$ cat config.mk
export PLATFORM = sky130hd
export DESIGN_NAME = counter_event_capture
export DESIGN_NICKNAME = d
export VERILOG_FILES = /design/src/rtl/counter_event_capture.sv
export SDC_FILE = /design/constraint.sdc
export NUM_CORES = 1
export LEC_CHECK = 0
export CAP_MARGIN = 20
export CORE_UTILIZATION = 60
export CTS_CLUSTER_DIAMETER = 60
export DETAILED_ROUTE_END_ITERATION = 8
export GPL_TIMING_DRIVEN = 0
export HOLD_SLACK_MARGIN = 0.02
export PLACE_DENSITY = 0.85
export SYNTH_ARGS = -nofsm -noshare
export SYNTH_HDL_FRONTEND = slang
export SYNTH_SLANG_ARGS = --single-unit
export TNS_END_PERCENT = 20
$ cat constraint.sdc
create_clock -name clk -period 5.04 [get_ports clk]
set_clock_uncertainty 0.15 [all_clocks]
set_input_delay 1.26 -clock clk [delete_from_list [all_inputs] [get_ports clk]]
set_output_delay 1.26 -clock clk [all_outputs]
set_load 0.1 [all_outputs]
$ cat src/rtl/counter_event_capture.sv
// Timestamps rising edges of rco/load with the current counter value Q and
// buffers them in a small FIFO read over valid/ready; lost events are counted.
module counter_event_capture #(
  parameter int WIDTH  = 32,
  parameter int DEPTH  = 4,
  parameter int DROP_W = 8
) (
  input  logic                     clk,
  input  logic                     reset,
  input  logic                     enable,
  input  logic [WIDTH-1:0]         Q,
  input  logic                     rco,
  input  logic                     load,
  output logic                     out_valid,
  input  logic                     out_ready,
  output logic [WIDTH-1:0]         out_q,
  output logic [1:0]               out_type,
  output logic [$clog2(DEPTH):0]   fifo_count,
  output logic [DROP_W-1:0]        dropped,
  output logic                     overflow
);

  localparam int AW = $clog2(DEPTH);
  localparam int CW = AW + 1;
  localparam int EW = WIDTH + 2;
  localparam logic [CW-1:0] FULL_COUNT = CW'(DEPTH);

  logic [EW-1:0]     mem_r [DEPTH];
  logic [AW-1:0]     wr_ptr_r;
  logic [AW-1:0]     rd_ptr_r;
  logic [CW-1:0]     count_r;
  logic [DROP_W-1:0] dropped_r;
  logic              overflow_r;
  logic              rco_d_r;
  logic              load_d_r;

  logic              rco_e_s;
  logic              load_e_s;
  logic              push_s;
  logic              pop_s;
  logic              full_s;
  logic              empty_s;
  logic              write_s;
  logic              drop_s;
  logic [EW-1:0]     head_s;

  // Edge detection and push/pop/drop decisions for this cycle
  always_comb begin
    rco_e_s  = rco & ~rco_d_r;
    load_e_s = load & ~load_d_r;
    empty_s  = (count_r == {CW{1'b0}});
    full_s   = (count_r == FULL_COUNT);
    push_s   = enable & (rco_e_s | load_e_s);
    pop_s    = ~empty_s & out_ready;
    // A pop in the same cycle frees the slot, so a full FIFO still accepts.
    write_s  = push_s & (~full_s | pop_s);
    drop_s   = push_s & full_s & ~pop_s;
    head_s   = mem_r[rd_ptr_r];
  end

  // Head entry presented to the reader, forced to zero when nothing is held
  always_comb begin
    if (empty_s) begin
      out_valid = 1'b0;
      out_q     = {WIDTH{1'b0}};
      out_type  = 2'b00;
    end else begin
      out_valid = 1'b1;
      out_q     = head_s[WIDTH-1:0];
      out_type  = head_s[EW-1:WIDTH];
    end
  end

  // Edge-detector history, tracked regardless of enable
  always_ff @(posedge clk or negedge reset) begin
    if (!reset) begin
      rco_d_r  <= 1'b0;
      load_d_r <= 1'b0;
    end else begin
      rco_d_r  <= rco;
      load_d_r <= load;
    end
  end

  // Entry storage
  always_ff @(posedge clk or negedge reset) begin
    if (!reset) begin
      for (int i = 0; i < DEPTH; i++) begin
        mem_r[i] <= {EW{1'b0}};
      end
    end else if (write_s) begin
      mem_r[wr_ptr_r] <= {load_e_s, rco_e_s, Q};
    end
  end

  // Read/write pointers and occupancy
  always_ff @(posedge clk or negedge reset) begin
    if (!reset) begin
      wr_ptr_r <= {AW{1'b0}};
      rd_ptr_r <= {AW{1'b0}};
      count_r  <= {CW{1'b0}};
    end else begin
      if (write_s) begin
        wr_ptr_r <= wr_ptr_r + AW'(1'b1);
      end
      if (pop_s) begin
        rd_ptr_r <= rd_ptr_r + AW'(1'b1);
      end
      case ({write_s, pop_s})
        2'b10:   count_r <= count_r + CW'(1'b1);
        2'b01:   count_r <= count_r - CW'(1'b1);
        default: count_r <= count_r;
      endcase
    end
  end

  // Saturating drop counter and sticky overflow flag
  always_ff @(posedge clk or negedge reset) begin
    if (!reset) begin
      dropped_r  <= {DROP_W{1'b0}};
      overflow_r <= 1'b0;
    end else if (drop_s) begin
      overflow_r <= 1'b1;
      if (dropped_r != {DROP_W{1'b1}}) begin
        dropped_r <= dropped_r + DROP_W'(1'b1);
      end
    end
  end

  assign fifo_count = count_r;
  assign dropped    = dropped_r;
  assign overflow   = overflow_r;

endmodule

# Word level (Yosys, flattened, before mapping)
# Index checks and enable logic that the tools add are counted.
[word_totals]
output_inout_bits = 47
register_bits = 154
elab_cells = 53
[op_classes]
n_eq_ne = 4
bitwise = 16
n_reduce_logical = 4
n_addsub = 5
muxes = 10
magnitude_cmp = 3
[op_table]
columns = ["cell", "count"]
rows = [
  ["136-bit bitwise mux", 1],
  ["34-bit two-way mux", 3],
  ["34-bit binary-select mux with 2-bit select", 1],
  ["34-bit demux with 2-bit select", 1],
  ["32-bit two-way mux", 1],
  ["8-bit by 1-bit adder with 8-bit output (second input constant)", 1],
  ["8-bit != test (second input constant)", 1],
  ["1-bit bitwise AND", 7],
  ["3-bit greater-or-equal comparator (second input constant)", 2],
  ["2-bit inverter with 3-bit output", 2],
  ["3-bit one-hot mux with 2 select lines", 1],
  ["1-bit inverter", 5],
  ["2-bit by 1-bit adder with 2-bit output (second input constant)", 2],
  ["3-bit by 1-bit adder with 3-bit output (second input constant)", 1],
  ["3-bit equality test (second input constant)", 1],
  ["3-bit logical NOT", 1],
  ["3-bit by 1-bit less-than comparator with 1-bit output (second input constant)", 1],
  ["3-bit by 1-bit subtractor with 3-bit output (second input constant)", 1],
  ["2-bit by 1-bit equality test with 1-bit output (second input constant)", 1],
  ["2-bit equality test (second input constant)", 1],
  ["2-bit two-way mux", 1],
  ["1-bit bitwise OR", 2],
  ["2-bit AND reduction", 1],
  ["2-bit nonzero test", 1],
  ["other kinds (2)", 2],
]

# Longest topological paths before layout
# Gate-level depths: netlist of run 1.
[depth]
word_depth = 7
ltp_mapped = 9
depth_no_buf = 8

# Least setup slack after synthesis of run 1
# Ideal clock, no wire load.
[synth_timing]
path_kind = "reg-to-output"
start = "reg count_r[0] (netlist: fifo_count[0])"
end = "out out_q[0]"
arrival_time_ns = 3.225
stages_incl_launch_ff = 5
path_buffers = 2
path_slack_ns = 0.405
cell_sequence = "dfrtp_1 -> or3_1 -> clkbuf_1 -> clkbuf_1 -> and2_1"
[synth_between]
elab_chain_cells = 2
[synth_lines]
columns = ["item", "line_no", "source"]
rows = [
  ["start: declaration", "31", "logic [CW-1:0] count_r;"],
  ["start signal: assignment", "101", "count_r <= {CW{1'b0}};"],
  ["start signal: assignment", "110", "2'b10: count_r <= count_r + CW'(1'b1);"],
  ["start signal: assignment", "111", "2'b01: count_r <= count_r - CW'(1'b1);"],
  ["3-bit logical NOT", "51", "empty_s = (count_r == {CW{1'b0}});"],
  ["32-bit two-way mux", "63", "if (empty_s) begin"],
  ["end: declaration", "16", "output logic [WIDTH-1:0] out_q,"],
]
# Every way passes these cells.

# Worst setup path in the final report of run 1
[layout_timing]
start = "reg rd_ptr_r[1]"
end = "out out_q[0]"
[layout_between]
elab_chain_cells = 5
[layout_lines]
columns = ["item", "line_no", "source"]
rows = [
  ["start: declaration", "30", "logic [AW-1:0] rd_ptr_r;"],
  ["start signal: assignment", "100", "rd_ptr_r <= {AW{1'b0}};"],
  ["start signal: assignment", "107", "rd_ptr_r <= rd_ptr_r + AW'(1'b1);"],
  ["2-bit inverter with 3-bit output (implied by the code)", "58", "head_s = mem_r[rd_ptr_r];"],
  ["34-bit binary-select mux with 2-bit select", "58", ""],
  ["34-bit two-way mux (implied by the code) (2 in series)", "58", ""],
  ["32-bit two-way mux", "63", ""],
]
# Every way passes these cells. The select of a mux whose other input is x is not followed.

==> impl_metrics.csv, run 1 <==
group,metric,value,unit
run_status,status,"finished, final reports clean",
floorplanning,die_area,0.01208,mm^2
synth,synth_area_leaders,"dfrtp_1, mux2_2, mux4_2",
critical_path,slowest_delay,1.14,ns
final_layout,drive_gt1_share,38.29,%
synth,synth_edf_count,0,
floorplanning,ioPinCount,85,
sta,fin_ws,0.2892,ns
placement,portBuffers,83,
final_layout,layout.cells.non_filler,715,
clocking,worstSkewPairLatency,0.42,ns
final_layout,antenna_cells,0,
global_route,overflow,0,
clocking,postCtsSetupBuffers,0,
sta,hold_viol_final,0,
detailed_routing,routed_via_density,5.906,
final_layout,post-route-util,75.53,%
floorplanning,initial_utilization,61.45,%
sta,tightest_slew,0.9813,ns
synth,ys_seq_area_share,55.16,%
final_layout,nets,605,
global_route,grt_pass1_wl,22.40,mm
synth,syn_area_per_cell,15.29,um^2
floorplanning,coreArea,0.01137,mm^2
critical_path,path_cells,"clkbuf_1, clkbuf_1, mux4_2, and2_1, clkdlybuf4s50_1",
sta,relSlewSlack,34.38,%
clocking,cts_resized,0,
synth,synth_top_area_share,55.16,%
critical_path,required,3.63,ns
synth,synth_top_area_cell,"dfrtp_1",
detailed_routing,firstDrtPassIters,4,
sta,fmax,210.5,MHz
final_layout,nFillCells,731,
synth,yosys_warnings,0,
synth,synth_cells,457,
critical_path,timing.rr.end,"fifo_count[2]",
global_route,grtUsageTotal,25.86,%
floorplanning,die_h,109.9,um
clocking,cts-root-buf,"clkbuf_16",
sta,rsz0062_at_grt,"false",
detailed_routing,vias,4223,
detailed_routing,first_iter_violations,202,
critical_path,crit_type,"reg -> out",
clocking,cts_sinks,154,
clocking,postCtsHoldBufs,0,
clocking,cts_tree,"built",
global_route,grt_max_degree,109,
synth,synthFlopType,"dfrtp_1",
critical_path,slowest_stage,"clkdlybuf4s50_1",
synth,synth.most_common_cell,"dfrtp_1",
placement,dp_slack,0.7552,ns
sta,setup_viol_count_final,0,
hold_path,hp-class,"reg -> reg",
critical_path,r2r_start,"fifo_count[0]",
detailed_routing,drc,0,
critical_path,cp_max_fo,10,
detailed_routing,drt_wl_total,13.88,mm
sta,finalCritPeriodShare,94.26,%
synth,synth_seq_cells,154,
synth,synth.top_cells.by_count,"dfrtp_1, mux2_2, and2_1, mux4_2, buf_2",
synth,synth_fp_nets,502,
clocking,cts_max_level,4,
critical_path,cp-start-kind,"flop",
floorplanning,fp-row-count,39,
global_route,antenna_found_initial,0,
critical_path,crit_end,"out_q[0]",
run,maxCapViolations,0,
critical_path,reg2reg_slack,2.26,ns
placement,gp_congestion,0.7180,
sta,slew_violations,0,
sta,period_needed,4.751,ns
clocking,clock_path_buffers,2,
placement,dp_cells,684,
detailed_routing,ant_nets,0,
synth,synth_cell_type_count,32,
final_layout,synthToLayoutAreaGrowth,22.90,%
detailed_routing,wl_per_cell,19.41,um
placement,hpwl,9.048,mm
critical_path,reg2regPathDepth,9,
critical_path,critPathCaptureType,"output pin",
critical_path,setup.worst_path.start,"rd_ptr_r[1]",
synth,netlist_area,0.006987,mm^2
clocking,cts_buffers,17,
clocking,clkTransAtPathRegs,0.06,ns
floorplanning,die_w,109.9,um
synth,synthArstFlopShare,100.0,%
global_route,grt_pass1_vias,4478,
critical_path,crit_arrival,3.34,ns
critical_path,cp_common_cell,"clkbuf_1",
-- flip-flops by register name, indices dropped and copies added, names as in the netlist --
name and flops:
rd_ptr_r 2, wr_ptr_r 2, rco_d_r 1, dropped 8, mem_r 136, overflow 1, fifo_count 3, load_d_r 1
-- final cells by class --
class,count,area (um^2),share of cell area [%]
tap,143,178.9,2.084
inverter,6,22.52,0.2623
clock inverter,9,97.59,1.137
timing repair buffer,84,859.6,10.01
buffer,28,132.6,1.545
clock buffer,22,464.2,5.406
sequential,154,3854,44.88
multi-input combinational,269,2978,34.68
-- how the worst min path moves through the flow --
stage,to,from,slack [ns],depth (start not counted)
floorplan,mem_r[66],mem_r[66],0.29,2
global placement,overflow,overflow,0.30,1
detailed placement,mem_r[33],mem_r[33],0.32,2
CTS,mem_r[67],mem_r[67],0.34,2
global route,mem_r[13],mem_r[13],0.36,1
finish,mem_r[67],mem_r[67],0.34,2
-- logic make-up after synthesis --
| group | share of synthesized area [%] |
|---|---|
| muxes | 32.38 |
| adders and majority gates | 1.361 |
| DFF | 55.16 |
| xor gates and xnor gates | 1.254 |
| and+or+nand+nor | 5.570 |
| AOI/OAI and AO/OA | 2.060 |
| buffers and inverters | 2.221 |
-- per-layer routing --
layer	share of wire, %	GRT usage, %
met4	1.6	9.524
met3	4.9	7.765
met1	43	33.03
met2	51	41.92
met5	0	0
-- through the flow --
stage	hold slack, ns	TNS, ns	area, um^2
6_report	0.3355	0	8587
5_1_grt	0.3607	0	8587
4_1_cts	0.3397	0	8587
3_5_place_dp	0.3214	0	8025
3_3_place_gp	0.2995	-495.14	7996
2_1_floorplan	0.2946	0	6987
-- cells in the final DEF, fill, tap and decap left out, types with 2 or more instances in the layout --
master and n:
o21ai_0 8, clkinv_2 6, clkbuf_16 17, ha_1 6, xnor2_1 3, inv_1 6, mux4_2 34, nand2b_1 3
o2111ai_2 4, mux2_2 132, nor3_1 3, nor2b_1 2, buf_2 16, nand3_1 2, bufinv_16 2, clkdlybuf4s50_1 82
xor2_1 7, dfrtp_1 154, nor2_1 4, and2_1 35, clkbuf_8 2, nand2_1 13, clkbuf_1 14, buf_6 2
-- worst max-delay path, delay by kind of cell, from the launching register on --
family / cells / cell delay [ns]
buffers and inverters: 3 / 2.12
multiplexers: 1 / 0.33
flip-flops: 1 / 0.32
AND/OR/NAND/NOR: 1 / 0.16
Power of run 1 is left out: the tool's default activity adds up to more than one toggle a clock period on the data nets, which glitch-free logic cannot reach.
==> run 2, diff against run 1 <==
--- a/config.mk
+++ b/config.mk
@@ -15,4 +15,4 @@
 export SYNTH_ARGS = -nofsm -noshare
 export SYNTH_HDL_FRONTEND = slang
 export SYNTH_SLANG_ARGS = --single-unit
-export TNS_END_PERCENT = 20
+export TNS_END_PERCENT = 50
==> results of run 2 <==
No change in the layout: final DEF, timing and power equal those of run 1.
Power of run 2 is left out for the same reason.
==> run 3, diff against run 2 <==
--- a/config.mk
+++ b/config.mk
@@ -10,7 +10,6 @@
 export CTS_CLUSTER_DIAMETER = 60
 export DETAILED_ROUTE_END_ITERATION = 8
 export GPL_TIMING_DRIVEN = 0
-export HOLD_SLACK_MARGIN = 0.02
 export PLACE_DENSITY = 0.85
 export SYNTH_ARGS = -nofsm -noshare
 export SYNTH_HDL_FRONTEND = slang
==> results of run 3 <==
No change in the layout: final DEF, timing and power equal those of run 1.
Power of run 3 is left out for the same reason.
